--- src/rtl/seg7_scan_driver.sv ---
// seg7_scan_driver
//   Multiplexed seven-segment display driver. Scans N_DIGITS nibbles onto a
//   shared active-low segment bus, one active-low anode at a time.
//   Features: programmable slot prescaler, per-digit decimal points,
//   leading-zero blanking, PWM brightness, a tear-free shadow copy of the
//   value latched once per frame, and a one-cycle anode dead time at the
//   start of every slot to suppress ghosting.
//
// Ports
//   clock       system clock
//   reset       asynchronous, active-high reset
//   value       digit nibbles, nibble i = value[4i+3:4i], digit 0 rightmost
//   dp_in       decimal point request per digit, active-high
//   blank_lz    1 = blank leading zeros
//   brightness  PWM duty, 0 = dark, all-ones = always on
//   segments    {CA..CG}, active-low
//   dp          decimal point cathode, active-low
//   anodos      anode enables, active-low
//   frame_start one-cycle pulse when the shadow copy has just been reloaded
module seg7_scan_driver #(
  parameter int N_DIGITS = 8,
  parameter int PRESCALE = 100000,
  parameter int BRIGHT_W = 4,
  parameter int HEX_MODE = 1
) (
  input  logic                    clock,
  input  logic                    reset,
  input  logic [4*N_DIGITS-1:0]   value,
  input  logic [N_DIGITS-1:0]     dp_in,
  input  logic                    blank_lz,
  input  logic [BRIGHT_W-1:0]     brightness,
  output logic [6:0]              segments,
  output logic                    dp,
  output logic [N_DIGITS-1:0]     anodos,
  output logic                    frame_start
);

  localparam int IDX_W = (N_DIGITS > 1) ? $clog2(N_DIGITS) : 1;
  localparam int PRE_W = $clog2(PRESCALE);
  localparam logic [PRE_W-1:0] PRE_LAST = PRE_W'(PRESCALE - 1);
  localparam logic [IDX_W-1:0] IDX_LAST = IDX_W'(N_DIGITS - 1);

  // Nibble to active-low glyph {a,b,c,d,e,f,g}; A-F blank in BCD-only mode.
  function automatic logic [6:0] decode(input logic [3:0] nib);
    logic [6:0] g;
    case (nib)
      4'h0: g = 7'b0000001;
      4'h1: g = 7'b1001111;
      4'h2: g = 7'b0010010;
      4'h3: g = 7'b0000110;
      4'h4: g = 7'b1001100;
      4'h5: g = 7'b0100100;
      4'h6: g = 7'b0100000;
      4'h7: g = 7'b0001111;
      4'h8: g = 7'b0000000;
      4'h9: g = 7'b0000100;
      4'hA: g = 7'b0001000;
      4'hB: g = 7'b1100000;
      4'hC: g = 7'b0110001;
      4'hD: g = 7'b1000010;
      4'hE: g = 7'b0110000;
      default: g = 7'b0111000;
    endcase
    if (HEX_MODE == 0 && nib > 4'h9) g = 7'b1111111;
    return g;
  endfunction

  logic [PRE_W-1:0]      presc_q, presc_d;
  logic [IDX_W-1:0]      idx_q, idx_d;
  logic [BRIGHT_W-1:0]   pwm_q, pwm_d;
  logic [4*N_DIGITS-1:0] shadow_q, shadow_d;
  logic [N_DIGITS-1:0]   dp_sh_q, dp_sh_d;
  logic [6:0]            seg_q, seg_d;
  logic                  dp_q, dp_d;
  logic [N_DIGITS-1:0]   an_q, an_d;
  logic                  fs_q, fs_d;

  logic                  tick, wrap, lit, zero_above, sel_blank, sel_dp;
  logic [3:0]            sel_nib;
  logic [N_DIGITS-1:0]   lz_blank;

  always_comb begin
    tick       = (presc_q == PRE_LAST);
    wrap       = tick && (idx_q == IDX_LAST);
    presc_d    = tick ? '0 : presc_q + PRE_W'(1);
    idx_d      = idx_q;
    if (tick) idx_d = (idx_q == IDX_LAST) ? '0 : idx_q + IDX_W'(1);
    pwm_d      = pwm_q + BRIGHT_W'(1);
    shadow_d   = wrap ? value : shadow_q;
    dp_sh_d    = wrap ? dp_in : dp_sh_q;
    fs_d       = wrap;

    // Digit i is a leading zero when it and every digit above it are zero.
    lz_blank   = '0;
    zero_above = 1'b1;
    for (int i = N_DIGITS - 1; i >= 1; i--) begin
      zero_above  = zero_above && (shadow_q[4*i +: 4] == 4'h0);
      lz_blank[i] = zero_above;
    end

    sel_nib   = 4'h0;
    sel_dp    = 1'b0;
    sel_blank = 1'b0;
    for (int i = 0; i < N_DIGITS; i++) begin
      if (idx_q == IDX_W'(i)) begin
        sel_nib   = shadow_q[4*i +: 4];
        sel_dp    = dp_sh_q[i];
        sel_blank = lz_blank[i];
      end
    end

    lit = (brightness == '1) || (pwm_q < brightness);

    // Anodes stay off during the first cycle of each slot (dead time).
    an_d = '1;
    if (lit && (presc_q != '0)) begin
      for (int i = 0; i < N_DIGITS; i++) begin
        if (idx_q == IDX_W'(i)) an_d[i] = 1'b0;
      end
    end

    seg_d = (blank_lz && sel_blank) ? 7'b1111111 : decode(sel_nib);
    dp_d  = ~sel_dp;
  end

  // ---- state and output registers ----
  always_ff @(posedge clock or posedge reset) begin
    if (reset) begin
      presc_q  <= '0;
      idx_q    <= '0;
      pwm_q    <= '0;
      shadow_q <= '0;
      dp_sh_q  <= '0;
      seg_q    <= 7'b1111111;
      dp_q     <= 1'b1;
      an_q     <= '1;
      fs_q     <= 1'b0;
    end else begin
      presc_q  <= presc_d;
      idx_q    <= idx_d;
      pwm_q    <= pwm_d;
      shadow_q <= shadow_d;
      dp_sh_q  <= dp_sh_d;
      seg_q    <= seg_d;
      dp_q     <= dp_d;
      an_q     <= an_d;
      fs_q     <= fs_d;
    end
  end

  assign segments    = seg_q;
  assign dp          = dp_q;
  assign anodos      = an_q;
  assign frame_start = fs_q;

endmodule

--- config.mk ---
export PLATFORM = sky130hd
export DESIGN_NAME = seg7_scan_driver
export DESIGN_NICKNAME = d
export VERILOG_FILES = /design/src/rtl/seg7_scan_driver.sv
export SDC_FILE = /design/constraint.sdc
export NUM_CORES = 1
export LEC_CHECK = 0
export CAP_MARGIN = 0
export CORE_AREA = 2 2 94 96
export DETAILED_ROUTE_END_ITERATION = 8
export DIE_AREA = 0 0 96 98
export DONT_BUFFER_PORTS = 1
export PLACE_DENSITY = 0.68
export SLEW_MARGIN = 0
export SYNTH_ARGS = -nofsm -noshare
export SYNTH_HDL_FRONTEND = slang
export SYNTH_SLANG_ARGS = --single-unit
--- constraint.sdc ---
create_clock -name clock -period 4 [get_ports clock]
set_clock_uncertainty 0.05 [all_clocks]
set_input_delay 0.8 -clock clock [delete_from_list [all_inputs] [get_ports clock]]
set_output_delay 0.8 -clock clock [all_outputs]
set_load 0.01 [all_outputs]
==> metrics <==
worst r2r path cells 11; hold depth 1; syn_nets around 430; nets@finish about 430; Worst-path clk slew about 0.080 ns; Yosys top cell by area dfrtp_1; TritonCTS Buffers 9; Levels on crit path 11; fmax about 0.31 GHz; Hold Startpoint pwm_q[0]; most frequent cells in the layout dfrtp_1, mux2_2, nand2_1; WP buf/inv 2; largest net degree at the start of global routing 57; First DRT Iteration DRCs 220; setup bufs post-CTS 0; share of layout cells above drive strength 1 0.221; Layout area overhead 8.39%; H-tree levels 3; Crit path max-delay family adder cells; startpoint types flop; Hold Path Class reg -> reg; Leak 1.96 nW; post-synthesis cell area roughly 4000 µm²; EDFF count, synth 0; core area between 8000 and 9000 µm²; Final Hold Viols 0; vias in the first global route around 2,700; Critical Path Max Stage Delay around 0.7 ns; routability cong. between 0.9 and 1; Initial Utilization 0.483; CP Capture Type flop; clock root cell clkbuf_8; routed vias/inst between 5 and 6; Slew HR 0.382; DR DRC count 0; setup_tns 0 ns; Layout Utilization 0.523; total wire length about 8300 µm; GRT overflow 0; Worst EP required 4.23 ns; unrepaired setup endpoints after global routing false; I/O pin count 64; Fill cells roughly 750; post-DR wirelength/cell ~18 µm; Rows 34; Cell variety after synth between 50 and 60; first-pass iteration count of the detailed router 4; CTS tree built; leading cell type in the layout, fill and taps excluded dfrtp_1; PostCTS Resize Cnt 0; Tcrit/Tclk final 0.816; Yosys reg bits 81; Die Span X 96 µm; initial antenna violation count 0; status completed; worst skew pair latency roughly 0.36 ns; crit path DAT ~3.5 ns; top cell type's share of synthesized area 0.398; Ys Warns 0; Period minus WS final 3.27 ns; Least-Margin Pin Slew 0.926 ns; first-pass GRT wire length between 10,000 and 15,000 µm; Worst Hold End pwm_q[0]; Critical Path Fanout Max 20; Main synth FF type dfrtp_1; die area around 9400 µm²; port buffer count 0; clk sink count between 80 and 90; flop2flop setup slack approximately 0.73 ns; CP Launch Point idx_q[2]; CTS max path bufs 2; Synth async-reset ratio 1.00; top post-synthesis cells by area dfrtp_1, dfstp_2, mux2_2; Ant. Diodes 0; pwr dens 389 nW/µm²; CP max stage cell dfrtp_1; CTS Hold Bufs 0; worst r2r dst segments[3]; Crit Path Category reg -> reg; gr usage total 0.192; Peak VDD IR 298 µV; worst path cell trace clkinv_1 > ha_1 > nor2_1 > a32oi_1 > o22ai_1 > a31o_2 > inv_1 > ha_1 > mux2i_1 > nor2_1 > o21ai_0; DP HPWL about 6000 µm; Final Max Slew Viols 0; Mapped Cells between 300 and 400; Hold Slack ~0.42 ns; Max Cap Viol 0; Vias 2,744; syn_area_per_cell 11.3 µm²; setup violators final 0; DIE HEIGHT 98 µm; register area share after synthesis 0.501; origin of the critical flop-to-flop path idx_q[2]; post-route ant nets 0
state kept, by name, summed over array words and instances (netlist names):
name / count
shadow_q: 32
pwm_q: 4
frame_start: 1
idx_q: 3
anodos: 8
dp_sh_q: 8
dp: 1
segments: 7
presc_q: 17
cell usage after synthesis, types with 6 or more instances:
library cell	instances
dfrtp_1	65
ha_1	17
mux2_2	29
xnor2_1	10
nor4_1	8
a21oi_1	13
mux2_4	9
nand2_1	22
nor2_1	16
o21ai_0	18
nand3_1	20
xor2_1	6
dfstp_2	16
buf_2	9
inv_1	20
power by group:
| group | internal, W | switching, W | total [W] |
|---|---|---|---|
| registers | 0.000851 | 0.0000239 | 0.000875 |
| clock network | 0.000478 | 0.000294 | 0.000772 |
| logic | 0.0000363 | 0.0000402 | 0.0000765 |
per-layer routing:
metal | vias up | global-route usage | share of wire
met5 | - | 0 | 0
met4 | 0 | 0.0527 | 0.013
met3 | 11 | 0.0725 | 0.086
met2 | 96 | 0.264 | 0.42
met1 | 1345 | 0.284 | 0.48
li1 | 1292 | - | -
through the flow:
stage	instance area [µm²]	setup slack (ns)	instances	total power, W
after global placement	4160	1.05	458	0.000965
after global routing	4430	0.488	474	0.00179
final	4430	0.734	474	0.00172
after detailed placement	4160	0.888	458	0.000968
after CTS	4430	0.850	474	0.00174
after floorplan	4090	1.10	363	0.000945
cells by family after synthesis:
family / after synthesis / synth area share
adder cells (fa/ha/maj): 17 / 0.0521
AO/OA/AOI/OAI: 65 / 0.107
AND/OR/NAND/NOR: 103 / 0.139
flip-flops: 81 / 0.501
buffers and inverters: 38 / 0.0413
XOR/XNOR: 16 / 0.0343
multiplexers: 43 / 0.126
worst max path at each step:
stage               slack, ns          end
floorplan                1.10   dp_sh_q[0]
finish                   0.73  segments[3]
detailed placement       0.89  segments[3]
global route             0.49  segments[3]
CTS                      0.85  segments[3]
global placement         1.05  segments[3]
cell type report:
type,instances,area (µm²),share of cell area
timing repair buffer,4,30.0,0.00678
inverter,21,80.1,0.0181
clock inverter,7,143,0.0322
sequential,81,2050,0.462
clock buffer,9,124,0.0280
tap,108,135,0.0305
multi-input combinational,244,1870,0.422
worst register-to-register path: cells and delay by family, from the launching register on:
family	cells	cell delay, ns
compound gates	4	0.71
fa+ha+maj	2	0.76
simple gates	2	0.34
buf+inv	2	0.48
flops	1	0.70
mux	1	0.14
Power figures use the tool's default switching activity.
